<file path="src/rtl/field_packer.sv">
// ============================================================================
// field_packer
//
// Purpose:
//   Streams variable-length bit fields, each replicated rep times, into
//   OUT_W-bit words MSB-first ({rep{data[len-1:0]}}). A word is emitted over
//   a valid/ready handshake when it fills, or early (partially filled) when a
//   field carrying the flush flag has been fully appended.
//
// Ports:
//   clk        - clock, rising edge
//   rst_n      - synchronous active-low reset
//   in_valid   - a field is offered
//   in_ready   - block can accept a field (IDLE and not in reset)
//   in_data    - field bits, only the len LSBs are used
//   in_len     - field length in bits, values above IN_W clamp to IN_W
//   in_rep     - number of copies of the field
//   in_flush   - emit any partial word once this field is appended
//   out_valid  - packed word available
//   out_ready  - sink accepts the word
//   out_data   - packed word, left-justified, unused LSBs are 0
//   out_bits   - number of valid MSBs in out_data
// ============================================================================
module field_packer #(
    parameter int OUT_W = 12,
    parameter int IN_W  = 4,
    parameter int REP_W = 3,
    localparam int LEN_W  = $clog2(IN_W + 1),
    localparam int FILL_W = $clog2(OUT_W + 1)
) (
    input  logic              clk,
    input  logic              rst_n,
    input  logic              in_valid,
    output logic              in_ready,
    input  logic [IN_W-1:0]   in_data,
    input  logic [LEN_W-1:0]  in_len,
    input  logic [REP_W-1:0]  in_rep,
    input  logic              in_flush,
    output logic              out_valid,
    input  logic              out_ready,
    output logic [OUT_W-1:0]  out_data,
    output logic [FILL_W-1:0] out_bits
);

    localparam logic [1:0] ST_IDLE   = 2'd0;
    localparam logic [1:0] ST_EXPAND = 2'd1;
    localparam logic [1:0] ST_EMIT   = 2'd2;

    localparam logic [FILL_W-1:0] FULL    = FILL_W'(OUT_W);
    localparam logic [LEN_W-1:0]  LEN_MAX = LEN_W'(IN_W);

    // State and datapath registers
    logic [1:0]        state_q,     state_d;
    logic [OUT_W-1:0]  acc_q,       acc_d;
    logic [FILL_W-1:0] fill_q,      fill_d;
    logic [IN_W-1:0]   data_q,      data_d;
    logic [LEN_W-1:0]  len_q,       len_d;
    logic [LEN_W-1:0]  bits_left_q, bits_left_d;
    logic [REP_W-1:0]  copies_q,    copies_d;
    logic              flush_q,     flush_d;
    logic              out_valid_q, out_valid_d;
    logic [OUT_W-1:0]  out_data_q,  out_data_d;
    logic [FILL_W-1:0] out_bits_q,  out_bits_d;

    // Combinational helpers
    logic [LEN_W-1:0]  len_clamped_s;
    logic [FILL_W-1:0] bits_left_w_s;
    logic [FILL_W-1:0] room_s;
    logic [FILL_W-1:0] take_s;
    logic [OUT_W-1:0]  data_ext_s;
    logic [OUT_W-1:0]  chunk_s;
    logic [OUT_W-1:0]  placed_s;
    logic [LEN_W-1:0]  bits_left_nxt_s;
    logic              copy_done_s;
    logic              all_done_s;

    assign in_ready  = (state_q == ST_IDLE) && rst_n;
    assign out_valid = out_valid_q;
    assign out_data  = out_data_q;
    assign out_bits  = out_bits_q;

    // Length clamp for an incoming field
    always_comb begin
        len_clamped_s = in_len;
        if (in_len > LEN_MAX) begin
            len_clamped_s = LEN_MAX;
        end else begin
            len_clamped_s = in_len;
        end
    end

    // Slice the next chunk of the current copy and align it below the fill point.
    // The chunk is the top take_s bits of the remaining copy bits; its LSB lands
    // at bit (room - take) of the accumulator, i.e. acc[OUT_W-1-fill -: take].
    always_comb begin
        bits_left_w_s   = FILL_W'(bits_left_q);
        room_s          = FULL - fill_q;
        take_s          = (bits_left_w_s < room_s) ? bits_left_w_s : room_s;
        data_ext_s      = OUT_W'(data_q);
        chunk_s         = (data_ext_s >> (bits_left_w_s - take_s))
                          & ~({OUT_W{1'b1}} << take_s);
        placed_s        = chunk_s << (room_s - take_s);
        bits_left_nxt_s = bits_left_q - LEN_W'(take_s);
        copy_done_s     = (bits_left_nxt_s == '0);
        all_done_s      = copy_done_s && (copies_q == REP_W'(1));
    end

    // Next-state and datapath update
    always_comb begin
        state_d     = state_q;
        acc_d       = acc_q;
        fill_d      = fill_q;
        data_d      = data_q;
        len_d       = len_q;
        bits_left_d = bits_left_q;
        copies_d    = copies_q;
        flush_d     = flush_q;

        case (state_q)
            ST_IDLE: begin
                if (in_valid) begin
                    data_d      = in_data;
                    len_d       = len_clamped_s;
                    bits_left_d = len_clamped_s;
                    flush_d     = in_flush;
                    // A zero-length field carries no copies; clearing the
                    // counter keeps a flush-triggered EMIT from resuming EXPAND.
                    if (len_clamped_s == '0) begin
                        copies_d = '0;
                    end else begin
                        copies_d = in_rep;
                    end
                    if ((len_clamped_s != '0) && (in_rep != '0)) begin
                        state_d = ST_EXPAND;
                    end else if (in_flush && (fill_q != '0)) begin
                        state_d = ST_EMIT;
                    end else begin
                        state_d = ST_IDLE;
                    end
                end else begin
                    state_d = ST_IDLE;
                end
            end

            ST_EXPAND: begin
                acc_d  = acc_q | placed_s;
                fill_d = fill_q + take_s;
                if (copy_done_s) begin
                    copies_d    = copies_q - REP_W'(1);
                    bits_left_d = len_q;
                end else begin
                    bits_left_d = bits_left_nxt_s;
                end
                // A full word always goes out first, even on the last copy.
                if (fill_d == FULL) begin
                    state_d = ST_EMIT;
                end else if (all_done_s) begin
                    if (flush_q && (fill_d != '0)) begin
                        state_d = ST_EMIT;
                    end else begin
                        state_d = ST_IDLE;
                    end
                end else begin
                    state_d = ST_EXPAND;
                end
            end

            ST_EMIT: begin
                if (out_ready) begin
                    acc_d  = '0;
                    fill_d = '0;
                    // copies_q counts copies not yet fully appended, including
                    // one split across the word boundary.
                    if (copies_q != '0) begin
                        state_d = ST_EXPAND;
                    end else begin
                        state_d = ST_IDLE;
                    end
                end else begin
                    state_d = ST_EMIT;
                end
            end

            default: begin
                state_d = ST_IDLE;
            end
        endcase
    end

    // Output register next values: capture the word on entry to EMIT,
    // hold it while stalled, clear it once the sink takes it.
    always_comb begin
        out_valid_d = (state_d == ST_EMIT);
        out_data_d  = out_data_q;
        out_bits_d  = out_bits_q;
        if ((state_d == ST_EMIT) && (state_q != ST_EMIT)) begin
            out_data_d = acc_d;
            out_bits_d = fill_d;
        end else if (out_valid_q && out_ready) begin
            out_data_d = '0;
            out_bits_d = '0;
        end else begin
            out_data_d = out_data_q;
            out_bits_d = out_bits_q;
        end
    end

    // State and datapath registers with synchronous active-low reset
    always_ff @(posedge clk) begin
        if (!rst_n) begin
            state_q     <= ST_IDLE;
            acc_q       <= '0;
            fill_q      <= '0;
            data_q      <= '0;
            len_q       <= '0;
            bits_left_q <= '0;
            copies_q    <= '0;
            flush_q     <= 1'b0;
            out_valid_q <= 1'b0;
            out_data_q  <= '0;
            out_bits_q  <= '0;
        end else begin
            state_q     <= state_d;
            acc_q       <= acc_d;
            fill_q      <= fill_d;
            data_q      <= data_d;
            len_q       <= len_d;
            bits_left_q <= bits_left_d;
            copies_q    <= copies_d;
            flush_q     <= flush_d;
            out_valid_q <= out_valid_d;
            out_data_q  <= out_data_d;
            out_bits_q  <= out_bits_d;
        end
    end

endmodule

</file>
<file path="config.mk">
export PLATFORM = sky130hd
export DESIGN_NAME = field_packer
export DESIGN_NICKNAME = d
export VERILOG_FILES = /design/src/rtl/field_packer.sv
export SDC_FILE = /design/constraint.sdc
export NUM_CORES = 1
export LEC_CHECK = 0
export BUFFER_PORTS_ARGS = -buffer_cell sky130_fd_sc_hd__buf_2
export CAP_MARGIN = 25
export CORE_MARGIN = 2
export CORE_UTILIZATION = 59
export DETAILED_ROUTE_END_ITERATION = 12
export PLACE_DENSITY = 0.8
export SETUP_SLACK_MARGIN = 0.4
export SYNTH_ARGS = -nofsm -noshare
export SYNTH_HDL_FRONTEND = slang
export SYNTH_SLANG_ARGS = --single-unit
</file>
<file path="constraint.sdc">
create_clock -name clk -period 5.8 [get_ports clk]
set_clock_uncertainty 0.2 [all_clocks]
set_input_delay 0.29 -clock clk [delete_from_list [all_inputs] [get_ports clk]]
set_output_delay 0.29 -clock clk [all_outputs]
set_load 0.01 [all_outputs]
</file>
**Yosys cells after proc, flatten, opt, wreduce, memory -nomap -nowiden**

Index checks and enable logic that the tools add are counted.

- Register bits after elaboration: 49
- Bits in latches: 0
- Memory bits (writable): 0
- Memory bits (read-only): 0
- Input port bits: 15
- Output and inout port bits: 18
- Word-level logic and storage cells: 79
- Memories: 0

- Add/subtract/negate cells: 6
- $mul: 0
- Divide/modulo/power cells: 0
- $lt $le $gt $ge: 2
- Eq/ne operators: 8
- Shift operators: 3
- Mux-type cells: 26
- Bitwise gates (word level): 3
- Reduce and logical (&&, ||, !) cells: 20

Operators with widths:

| cell | count |
|---|---|
| two-way mux 12 bit | 3 |
| one-hot mux 12 bit (2 select lines) | 1 |
| two-way mux 3 bit | 6 |
| two-way mux 4 bit | 4 |
| two-way mux 2 bit | 7 |
| AND 12 bit | 1 |
| inverter 12 bit | 1 |
| bitwise OR 12 bit | 1 |
| one-hot mux 3 bit (2 select lines) | 2 |
| << shifter 12 x 4 -> 12 bit | 1 |
| << shifter 12 x 4 -> 12 bit, first input constant | 1 |
| right shift 4 x 4 -> 12 bit | 1 |
| nonzero test 3 bit | 3 |
| one-hot mux 4 bit (2 select lines) | 1 |
| nonzero test 4 bit | 2 |
| logical AND 1 bit | 7 |
| zero test 3 bit | 2 |
| != test 2 bit, second input constant | 3 |
| one-hot mux 2 bit (3 select lines) | 1 |
| adder 4 bit | 1 |
| equality test 2 bit, second input constant | 2 |
| equality test 4 bit, second input constant | 1 |
| less-than comparator 3 x 4 -> 1 bit | 1 |
| AND reduction 2 bit | 2 |
| 12 further kinds | 13 |

**Longest topological paths before layout**

- Depth in word-level cells: 13
- Gate-level depth with buffers: 20
- Depth with buffers taken out: 19

**Worst setup path before layout**

No wires, ideal clock.

- Path type: reg2reg
- From: reg fill_q[0]
- To: reg out_data_q[1], in the netlist out_data[1]
- Setup time: 0.117 ns
- Arrival time: 4.168 ns
- Path slack: 1.315 ns
- Stages on the path, launching flop included: 21
- Buffers on the path: 1
- Period minus slack after synthesis: 4.485 ns
- Path through: dfxtp_1 inv_1 ha_1 xor2_1 inv_1 ha_1 nand2_1 o21ai_0 nand2_1 nand2_1 o21ai_0 ha_1 fa_1 and2_1 and4_1 and3_1 a211oi_2 nor4b_4 nor2b_2 buf_6 a22o_1

- Cells in the longest elaborated chain, start to end: 13
- Elaborated cells on any way between the ends: 32

Ends and longest elaborated chain:

| what | RTL line | text |
|---|---|---|
| from (decl) | 55 | `logic [FILL_W-1:0] fill_q, fill_d;` |
| from (signal assigned) | 225 | `fill_q <= fill_d;` |
| branches (longest 13 deep; another with subtractor 4 bit) | - |  |
| to (signal assigned) | 232 | `out_data_q <= out_data_d;` |
| to (decl) | 62 | `logic [OUT_W-1:0] out_data_q, out_data_d;` |

Parallel ways; which one is timed is not known.
A chain may end at the register's enable or synchronous reset.

**Final worst setup path**

- From: reg fill_q[0]
- To: reg out_data_q[9], in the netlist out_data[9]

The elaborated chain is that of the path after synthesis.

==> flow_summary.json <==
{
  "yosys_register_bits": 49,
  "critPathCaptureType": "flop",
  "clk_pin_slew_ps": 100,
  "io_pins": 33,
  "worstPathRequired_ps": 5810,
  "drtPass1Iterations": 6,
  "max-slew-margin-rel_pct": 51.9,
  "synth-seq-area-share_pct": 31.9,
  "root_buffer": "clkbuf_8",
  "totalWireLength_mm": 6.92,
  "cts_tree": "built",
  "start_util_pct": 60.5,
  "ant_nets": 0,
  "outcome": "complete, no violations",
  "drc": 0,
  "synthDistinctLibCells": 66,
  "dp_slack_ps": 768,
  "synth_area_um2": 3070,
  "rsz0062_at_grt": "false",
  "postSynthAreaPerCell_um2": 8.34,
  "synthArstFlopShare_pct": 0,
  "finalCritPeriodShare_pct": 86.3,
  "worstMarginPinSlew_ps": 722,
  "holdCritPathClass": "input pin to flop",
  "path_max_fanout": 18,
  "via_per_inst": 6.04,
  "grt_pass1_wl_mm": 11.9,
  "highest_layer": "met4",
  "diodes": 0,
  "synth_edf_count": 0,
  "hold_violations": 0,
  "setup_violations": 0,
  "syn_to_final_growth_pct": 9.45,
  "syn-instance-count": 368,
  "finalMaxSlewViolations": 0,
  "insertion_delay_ps": 310,
  "p_per_area_nw_per_um2": 239,
  "fin_ws_ps": 793,
  "numCtsBuffers": 5,
  "die_h_um": 76.1,
  "initialDrtViolationCount": 172,
  "drive_above_1_share_pct": 15.7,
  "num_vias": 2816,
  "rows": 26,
  "synth_ff_type": "dfxtp_1",
  "core-area_um2": 5070,
  "wl_met3_um": 297,
  "yosysWarnings": 0,
  "port_buffers": 32,
  "maxCapViolCount": 0,
  "worstSetupPathType": "flop to flop",
  "dr_wl_met2_mm": 3.33,
  "tns_ps": 0,
  "die_w_um": 76.1,
  "cts_sinks": 49,
  "crit_arrival_ps": 5020,
  "syn_nets": 405,
  "timing.fmax_ghz": 0.200,
  "grt_pass1_vias": 2613,
  "wl_per_cell_um": 14.8,
  "period_needed_ps": 5010,
  "routedLengthMet1_mm": 3.18,
  "fin_nets": 432,
  "grt_max_degree": 23,
  "die_area_um2": 5800,
  "globalRouteOverflowTotal": 0,
  "start_kind": "flop",
  "cts_max_level": 2,
  "post-route-util_pct": 66.2,
  "power.leakage_uw": 0.00137,
  "track_usage_pct": 24.6,
  "grt_antenna_before_repair": 0,
  "dp_hpwl_mm": 5.28,
  "clockBufferDepth": 2,
  "vdd_ir_drop_max_uv": 174,
  "place.gp.congestion": 0.840
}
[layer usage]
layer / GRT usage [%] / vias up
li1: - / 1392
met1: 32.0 / 1325
met3: 3.91 / 12
met4: 8.18 / 0
met5: 0 / -
met2: 42.0 / 87
[timing repair]
item | in CTS | in global routing
hold buffers | 1 | 0
hold endpoints to repair | 1 | 0
gates resized for setup | 0 | 3
setup buffers | 0 | 1
setup endpoints to repair | 0 | 10
[per-stage QoR]
step	area [um^2]	total power, uW	hold WS, ps	std cells
4_1_cts	3340	802	4.37	465
3_3_place_gp	3240	586	245	456
3_5_place_dp	3240	592	246	456
5_1_grt	3360	849	28.3	466
6_report	3360	805	8.01	466
2_1_floorplan	3070	541	226	368
[cell usage in the layout, fill, tap and decap left out, types with 3 or more instances in the layout]
cell      instances
buf_2            32
dfxtp_1          49
nor2_1           21
nand3b_1          3
mux2_2            4
mux2i_1           5
a22oi_1           4
clkbuf_8          5
nor2b_1           5
a21oi_1          21
ha_1             19
nand2b_1          5
and3_1            3
nand4b_1          3
and2_1           12
xnor2_1           3
nand4_1           9
a211oi_1          5
a22o_1            7
nand3_1          13
nand2_1          51
inv_1            23
o31ai_1           8
a21o_1            4
nor3_1           11
fa_1              3
o21ai_0          14
[synthesized netlist by cell type, drive strengths merged (3+ instances only)]
cell type / n / area (um^2)
nand4: 9 / 56.3
a22o: 7 / 61.3
nor2b: 6 / 40.0
nand4b: 3 / 26.3
a21oi: 21 / 105
a21o: 4 / 30.0
nand3: 13 / 65.1
mux2i: 5 / 50.1
and3: 3 / 18.8
a22oi: 4 / 30.0
a211oi: 6 / 50.1
nor3: 11 / 55.1
nand2: 51 / 191
xor2: 4 / 50.1
nand2b: 5 / 31.3
ha: 19 / 238
fa: 3 / 60.1
nand3b: 3 / 22.5
and2: 14 / 91.3
buf: 7 / 55.1
dfxtp: 49 / 981
xnor2: 3 / 26.3
inv: 23 / 86.3
mux2: 4 / 45.0
o41ai: 4 / 42.6
nor2: 21 / 78.8
clkbuf: 8 / 30.0
o21ai: 16 / 83.8
o31ai: 9 / 72.6
[area by class of cell]
class                      count  area, um^2
sequential                    49         981
tap                           70        87.6
timing repair buffer          35         185
clock buffer                   5        68.8
multi-input combinational    281        1930
clock inverter                 3        21.3
fill                         459        1710
inverter                      23        86.3
[power breakdown]
group	internal (uW)	total, uW	switching (uW)
clock	85.8	211	125
combinational	84.2	239	155
sequential	347	355	8.03
total	517	805	288
[final timing paths]
kind,cells past startpoint,startpoint,endpoint,slack [ps]
min,3,in_data[0],data_q[0],8
max reg2reg,20,fill_q[0],out_data[9],790
min reg2reg,2,flush_q,flush_q,260
max,20,fill_q[0],out_data[9],790
[kinds of logic after synthesis]
kind of cell | after synthesis | share of synthesized area, %
buf+inv | 38 | 5.58
mux | 9 | 3.10
xor+xnor | 7 | 2.49
compound gates | 95 | 22.3
flops | 49 | 31.9
fa+ha+maj | 22 | 9.70
simple gates | 148 | 24.9
[flip-flops by register name, summed over array words and instances, names as in the netlist]
signal       flops
acc_q           12
bits_left_q      3
copies_q         3
data_q           4
fill_q           4
flush_q          1
len_q            3
out_bits         4
out_data        12
out_valid        1
state_q          2
[worst max-delay path, cell delays in order, from the launching register on]
cell and delay (ps):
dfxtp_1 450, inv_1 110, ha_1 220, xor2_1 230, inv_1 120, ha_1 310, a21oi_1 260, o21ai_0 220
nand2_1 170, nand2_1 70, o21ai_1 140, ha_1 220, fa_1 520, and2_1 220, and4_1 220, and3_1 190
a211oi_2 330, nor4b_4 70, buf_4 200, and2_2 240, a22o_1 180
(Power assumes the default switching activity.)
